===== src/rtl/vram_arbiter.sv =====
// Single-port VRAM arbiter: display scanout reads own even visible columns,
// buffered game writes drain into every other RAM cycle; 2x upscaled output.
module vram_arbiter #(
    parameter int H_DISPLAY   = 800,
    parameter int V_DISPLAY   = 600,
    parameter int ADDR_W      = 17,
    parameter int DATA_W      = 12,
    parameter int FIFO_DEPTH  = 4,
    parameter int VBLANK_ONLY = 0
) (
    input  logic              vga_clk,
    input  logic              clrn,
    input  logic [9:0]        row,
    input  logic [9:0]        col,
    input  logic              wr_valid,
    output logic              wr_ready,
    input  logic [ADDR_W-1:0] wr_addr,
    input  logic [DATA_W-1:0] wr_data,
    output logic [ADDR_W-1:0] ram_addr,
    output logic              ram_we,
    output logic [DATA_W-1:0] ram_wdata,
    input  logic [DATA_W-1:0] ram_rdata,
    output logic [DATA_W-1:0] pixel,
    output logic              pixel_valid,
    output logic              frame_tick,
    output logic [2:0]        fifo_count
);

    localparam int         PTR_W   = (FIFO_DEPTH > 1) ? $clog2(FIFO_DEPTH) : 1;
    localparam logic [9:0] H_LIM   = 10'(H_DISPLAY);
    localparam logic [9:0] V_LIM   = 10'(V_DISPLAY);
    localparam logic [2:0] CNT_MAX = 3'(FIFO_DEPTH);

    logic [ADDR_W+DATA_W-1:0] r_mem [FIFO_DEPTH];
    logic [PTR_W-1:0]         r_wptr;
    logic [PTR_W-1:0]         r_rptr;
    logic [2:0]               r_count;

    logic [ADDR_W-1:0]        r_ram_addr;
    logic                     r_ram_we;
    logic [DATA_W-1:0]        r_ram_wdata;
    logic                     r_rd_p1, r_rd_p2;
    logic                     r_vis_p1, r_vis_p2, r_vis_p3;
    logic [DATA_W-1:0]        r_pixel;
    logic                     r_ft_cond_d;
    logic                     r_frame_tick;

    logic                     w_in_disp;
    logic                     w_disp_slot;
    logic [8:0]               w_row_h;
    logic [8:0]               w_col_h;
    logic [ADDR_W-1:0]        w_disp_addr;
    logic                     w_wr_ok;
    logic                     w_push;
    logic                     w_pop;
    logic [ADDR_W+DATA_W-1:0] w_head;
    logic                     w_ft_cond;

    assign w_in_disp   = (row < V_LIM) && (col < H_LIM);
    assign w_disp_slot = w_in_disp && !col[0];
    assign w_row_h     = row[9:1];
    assign w_col_h     = col[9:1];
    // row_h * 400 as 256 + 128 + 16
    assign w_disp_addr = ADDR_W'({w_row_h, 8'd0}) + ADDR_W'({w_row_h, 7'd0})
                       + ADDR_W'({w_row_h, 4'd0}) + ADDR_W'(w_col_h);

    assign w_wr_ok   = (VBLANK_ONLY == 0) || (row >= V_LIM);
    assign wr_ready  = (r_count < CNT_MAX);
    assign w_push    = wr_valid && wr_ready;
    assign w_pop     = !w_disp_slot && (r_count != 3'd0) && w_wr_ok;
    assign w_head    = r_mem[r_rptr];
    assign w_ft_cond = (row == V_LIM) && (col == 10'd0);

    always_ff @(posedge vga_clk) begin
        if (w_push) begin
            r_mem[r_wptr] <= {wr_addr, wr_data};
        end
    end

    always_ff @(posedge vga_clk or negedge clrn) begin
        if (!clrn) begin
            r_wptr  <= '0;
            r_rptr  <= '0;
            r_count <= 3'd0;
        end else begin
            if (w_push) begin
                r_wptr <= r_wptr + PTR_W'(1);
            end
            if (w_pop) begin
                r_rptr <= r_rptr + PTR_W'(1);
            end
            case ({w_push, w_pop})
                2'b10:   r_count <= r_count + 3'd1;
                2'b01:   r_count <= r_count - 3'd1;
                default: r_count <= r_count;
            endcase
        end
    end

    // Stage 1: RAM command; display slot always wins, else drain the FIFO head
    always_ff @(posedge vga_clk or negedge clrn) begin
        if (!clrn) begin
            r_ram_addr  <= '0;
            r_ram_we    <= 1'b0;
            r_ram_wdata <= '0;
        end else if (w_disp_slot) begin
            r_ram_addr <= w_disp_addr;
            r_ram_we   <= 1'b0;
        end else if (w_pop) begin
            r_ram_addr  <= w_head[ADDR_W+DATA_W-1:DATA_W];
            r_ram_we    <= 1'b1;
            r_ram_wdata <= w_head[DATA_W-1:0];
        end else begin
            r_ram_we <= 1'b0;
        end
    end

    // Stages 2-3: track read type and visibility until RAM data returns
    always_ff @(posedge vga_clk or negedge clrn) begin
        if (!clrn) begin
            r_rd_p1      <= 1'b0;
            r_rd_p2      <= 1'b0;
            r_vis_p1     <= 1'b0;
            r_vis_p2     <= 1'b0;
            r_vis_p3     <= 1'b0;
            r_pixel      <= '0;
            r_ft_cond_d  <= 1'b0;
            r_frame_tick <= 1'b0;
        end else begin
            r_rd_p1      <= w_disp_slot;
            r_rd_p2      <= r_rd_p1;
            r_vis_p1     <= w_in_disp;
            r_vis_p2     <= r_vis_p1;
            r_vis_p3     <= r_vis_p2;
            r_ft_cond_d  <= w_ft_cond;
            r_frame_tick <= w_ft_cond && !r_ft_cond_d;
            if (r_rd_p2) begin
                r_pixel <= ram_rdata;
            end
        end
    end

    assign ram_addr    = r_ram_addr;
    assign ram_we      = r_ram_we;
    assign ram_wdata   = r_ram_wdata;
    assign pixel       = r_vis_p3 ? r_pixel : '0;
    assign pixel_valid = r_vis_p3;
    assign frame_tick  = r_frame_tick;
    assign fifo_count  = r_count;

endmodule

===== config.mk =====
export PLATFORM = sky130hd
export DESIGN_NAME = vram_arbiter
export DESIGN_NICKNAME = d
export VERILOG_FILES = /design/src/rtl/vram_arbiter.sv
export SDC_FILE = /design/constraint.sdc
export NUM_CORES = 1
export LEC_CHECK = 0
export CAP_MARGIN = 10
export CORE_ASPECT_RATIO = 1.5
export CORE_UTILIZATION = 54
export DETAILED_ROUTE_END_ITERATION = 12
export PLACE_DENSITY = 0.85
export SETUP_SLACK_MARGIN = 0.4
export SYNTH_ARGS = -nofsm -noshare
export SYNTH_HDL_FRONTEND = slang
export SYNTH_SLANG_ARGS = --single-unit
export TNS_END_PERCENT = 10

===== constraint.sdc =====
create_clock -name vga_clk -period 2.3 [get_ports vga_clk]
set_input_delay 0.23 -clock vga_clk [delete_from_list [all_inputs] [get_ports vga_clk]]
set_output_delay 0.23 -clock vga_clk [all_outputs]
set_load 0.01 [all_outputs]

### Word-level counts from Yosys, hierarchy flattened

Memory sizes are Yosys's and may differ from the RTL's.
Cells that the tools add are included.

| storage, ports and cells | value |
|---|---|
| bits in registers | 56 |
| memory bits (writable) | 116 |
| input bits | 64 |
| output and inout port bits | 48 |
| logic and storage cells | 51 |
| memories | 1 |

| operators by class | value |
|---|---|
| $add $sub $neg | 7 |
| order comparisons | 3 |
| equal/unequal tests | 3 |
| muxes and demuxes | 8 |
| bitwise operators | 1 |
| reduce and logical (&&, ||, !) cells | 14 |

Memory list:

| memory | words | width | rd ports | clocked after memory_dff | write ports | line | RTL |
|---|---|---|---|---|---|---|---|
| r_mem | 4 | 29 | 1 | 0 | 1 | 34 | `logic [ADDR_W+DATA_W-1:0] r_mem [FIFO_DEPTH];` |

Operators by type and width:

| cell | count |
|---|---|
| 17-bit two-way mux | 2 |
| 10-bit less-than comparator (second input constant) | 2 |
| 17-bit by 13-bit adder with 17-bit output | 1 |
| 17-bit by 16-bit adder with 17-bit output | 1 |
| 17-bit by 9-bit adder with 17-bit output | 1 |
| 12-bit two-way mux | 1 |
| 10-bit equality test (second input constant) | 1 |
| 10-bit logical NOT | 1 |
| 1-bit logical AND | 6 |
| 3-bit one-hot mux with 2 select lines | 1 |
| 2-bit by 1-bit adder with 2-bit output (second input constant) | 2 |
| 1-bit two-way mux | 4 |
| 2-bit nonzero test | 2 |
| 3-bit by 1-bit adder with 3-bit output (second input constant) | 1 |
| 1-bit logical NOT | 3 |
| 3-bit less-than comparator (second input constant) | 1 |
| 3-bit nonzero test | 1 |
| 3-bit by 1-bit subtractor with 3-bit output (second input constant) | 1 |
| 2-bit by 1-bit equality test with 1-bit output (second input constant) | 1 |
| 2-bit equality test (second input constant) | 1 |
| 2-bit AND reduction | 1 |
| 1-bit inverter | 1 |

### Depth between registers and ports, before layout

| logic depth | value |
|---|---|
| depth after elaboration | 7 |
| gate-level depth with buffers | 14 |
| depth with buffers taken out | 13 |

### Worst setup path before layout

OpenSTA, ideal clock, no wires.

| path | value |
|---|---|
| path type | in2reg |
| from | in row[1] |
| to | reg r_ram_addr[14] (netlist: ram_addr[14]) |
| library setup time | 0.140 ns |
| arrival time | 2.651 ns |
| path slack | -0.491 ns |
| stages on the path | 9 |
| path buffers | 0 |
| cell sequence | inv_1 > fa_1 > inv_1 > fa_1 > ha_1 > a21o_1 > a221o_1 > a2111oi_0 > a211oi_1 |

| between the ends | value |
|---|---|
| word-level cells in the longest chain between the ends | 6 |
| elaborated cells on any way between the ends | 10 |
| those cells by class | add/sub (3); order compare (1); mux (1); reduce/logical (5) |

RTL lines:

| what | line | RTL |
|---|---|---|
| start: declaration | 13 | `input logic [9:0] row,` |
| parallel branches: the longest is 6 deep, another holds 17-bit by 16-bit adder with 17-bit output | n/a |  |
| end signal: assignment | 107 | `r_ram_addr <= w_disp_addr;` |
| end signal: assignment | 110 | `r_ram_addr <= w_head[ADDR_W+DATA_W-1:DATA_W];` |
| end: declaration | 39 | `logic [ADDR_W-1:0] r_ram_addr;` |

Several ways; the timed one is not identified.
A chain may end at the register's enable or synchronous reset.

### Worst setup path after layout

Ends and elaborated chain as after synthesis.

==> results.json <==
{
  "ant_nets": 0,
  "max_freq_ghz": 0.4088,
  "area_delta_synth_final_pct": 36.35,
  "insertedDiodeCount": 0,
  "core-area_um2": 13600,
  "fin_skew_ps": 14.87,
  "placedCellCount": 764,
  "cts.sinks": 172,
  "power.share.sequential": 0.383,
  "gp_congestion": 0.8662,
  "h-tree-depth": 4,
  "wl_per_cell_um": 21.06,
  "initial_utilization": 0.5557,
  "synth_edf_count": 116,
  "port_buffers": 111,
  "layout_commonest_cell": "edfxtp_1",
  "power_frac_clock": 0.271,
  "grt_usage": 0.2513,
  "critical_path_class": "primary input to flip-flop",
  "num_rows": 52,
  "cts_buffers": 17,
  "worstMarginPinSlew_ps": 527.0,
  "clock_latency_ps": 420,
  "p_switching_uw": 3385,
  "pin_count": 112,
  "drtPass1Iterations": 5,
  "grt_setup_unrepaired": "true",
  "pwr-share-comb": 0.346,
  "cts_tree": "done",
  "min_period_ps": 2446,
  "report.final.slew_viol_count": 0,
  "die_x_um": 98.59,
  "drive_gt1_frac": 0.3328,
  "intPower_uw": 8225,
  "synthArstFlopShare": 0.3256,
  "antenna_found_initial": 0,
  "clockBufferDepth": 2,
  "final_area_um2": 10300,
  "setup_viol": 5,
  "maxCapViolations": 0,
  "worst-r2r-cell-count": 4,
  "endpoint": "ram_addr[14]",
  "violations": "setup timing",
  "ys_seq_area_frac": 0.6465,
  "crit_fanout": 5,
  "dieArea_um2": 14480,
  "vias_per_cell": 5.663,
  "fin_ws_ps": -146.2,
  "cp-start-kind": "primary input",
  "nets": 739,
  "path_clk_slew_ps": 70,
  "synth_seq_cells": 172,
  "vdd_ir_drop_max_uv": 726.9,
  "critPathArrivalTime_ps": 2740,
  "die_height_um": 146.9,
  "post_dp_cell_area_um2": 9363,
  "netlist_area_um2": 7556,
  "outcome": "finished, violations left",
  "dp_hpwl_um": 11460,
  "leakagePower_uw": 0.003995,
  "hold_viol_final": 0,
  "swShare": 0.2915,
  "endpoint_kind": "flip-flop",
  "grt_max_degree": 34,
  "wirelength_um": 16960,
  "stdcell_count": 805,
  "synth.avg_cell_area_um2": 16.61,
  "startpoint": "row[1]",
  "drc": 0,
  "root_buffer": "clkbuf_16",
  "timing.rr.end": "ram_addr[5]",
  "power_uw": 11610,
  "power.density_nw_per_um2": 1127,
  "final_cell_mix": "116 x edfxtp_1, 96 x clkdlybuf4s50_1, 55 x dfrtp_1",
  "reg2reg_slack_ps": 500,
  "synth_cells": 455,
  "yosysWarnings": 0,
  "fin_crit_sh": 1.064,
  "ys_types": 42,
  "grt_pass1_vias": 5017,
  "max_slew_margin": 0.6487,
  "syn_nets": 564,
  "vias": 4559,
  "reg2reg_from": "r_rptr[0]",
  "grt_pass1_wl_um": 26670,
  "pre_cts_slack_ps": -1039,
  "hp-class": "primary input to async pin",
  "drt-initial-drc-count": 212,
  "cp.required_ps": 2590,
  "synth-main-ff-cell": "edfxtp_1",
  "fin_tns_setup_ps": -550.2,
  "grt_overflow": 0
}
repair_timing:
item	4_1_cts	5_1_grt
hold endpoints to repair	28	0
pin swaps	37	16
resized for setup	82	20
setup buffers	8	0
setup endpoints to repair	43	24
hold buffers	1	0
through the flow:
stage,hold slack (ps),util
CTS,178.1,0.7526
detailed placement,88.15,0.6885
global route,207.9,0.7576
finish,197.0,0.7576
floorplan,-65.59,-
global placement,82.34,0.6885
cell families (layout without fill, tap and decap cells):
kind of cell             after synthesis  count (layout)  share of synthesized area
AO/OA/AOI/OAI                         46              46                    0.04256
XOR/XNOR                              12              12                    0.01391
adder cells (fa/ha/maj)               45              45                    0.08346
buffers and inverters                 52             240                    0.02782
flip-flops                           172             172                     0.6465
multiplexers                          65              65                     0.1381
AND/OR/NAND/NOR                       63              63                    0.04769
power by group through the flow:
stage | Sequential (µW) | Clock [µW] | Combinational [µW]
4_1_cts | 4450 | 3200 | 3970
3_5_place_dp | 4490 | 0 | 3770
5_1_grt | 4510 | 3310 | 4310
3_3_place_gp | 4450 | 0 | 3600
2_1_floorplan | 4440 | 0 | 2170
6_report | 4450 | 3140 | 4020
synth_stat cells, types with 8 or more instances:
master	count	area, µm²
o21ai_0	11	55.05
nor2b_1	8	50.05
mux2_2	24	270.3
a211oi_1	9	67.56
inv_1	35	131.4
xnor2_1	9	78.83
mux4_2	29	653.1
ha_1	36	450.4
a21o_1	10	75.07
a21oi_1	9	45.04
edfxtp_1	116	3483
mux2i_1	12	120.1
and2_1	19	118.9
dfrtp_1	56	1401
fa_1	9	180.2
nand2_1	15	56.30
critical path, cell delays in order:
cell       delay (ps)
buf_8              80
inv_4              30
fa_1              550
inv_2              40
fa_2              550
ha_4              210
a21o_1            190
a221o_2           460
a2111oi_4         340
a211oi_2           50
routing by layer:
metal,share of wire,vias to the layer above,GRT usage
met2,0.58,113,0.4606
met3,0.030,32,0.04805
met5,0,-,0
met4,0.027,0,0.1291
met1,0.37,2351,0.2743
li1,-,2063,-
registers in the layout (all words and copies together) (netlist names):
signal,cells
r_mem,116
ram_addr,17
r_rd_p1,1
r_vis_p2,1
ram_we,1
pixel_valid,1
ram_wdata,12
r_wptr,2
r_vis_p1,1
fifo_count,3
r_pixel,12
r_ft_cond_d,1
frame_tick,1
r_rd_p2,1
r_rptr,2
how the worst min path moves through the flow:
stage / from / end / depth (start not counted)
final: clrn / r_pixel[3] / 2
after global routing: clrn / r_pixel[4] / 2
after CTS: clrn / r_pixel[4] / 2
after detailed placement: clrn / r_pixel[4] / 1
after global placement: clrn / r_pixel[1] / 1
after floorplan: clrn / fifo_count[0] / 0
cell type report:
| class | instances | area [µm²] |
|---|---|---|
| inverters | 36 | 150.1 |
| repair buffers | 172 | 1608 |
| well taps | 162 | 202.7 |
| fillers | 780 | 3296 |
| clock inverters | 15 | 237.7 |
| flip-flops and latches | 172 | 4888 |
| clock buffers | 17 | 425.4 |
| multi-input cells | 231 | 2790 |
Note: power is estimated with default switching activity, not from simulation.
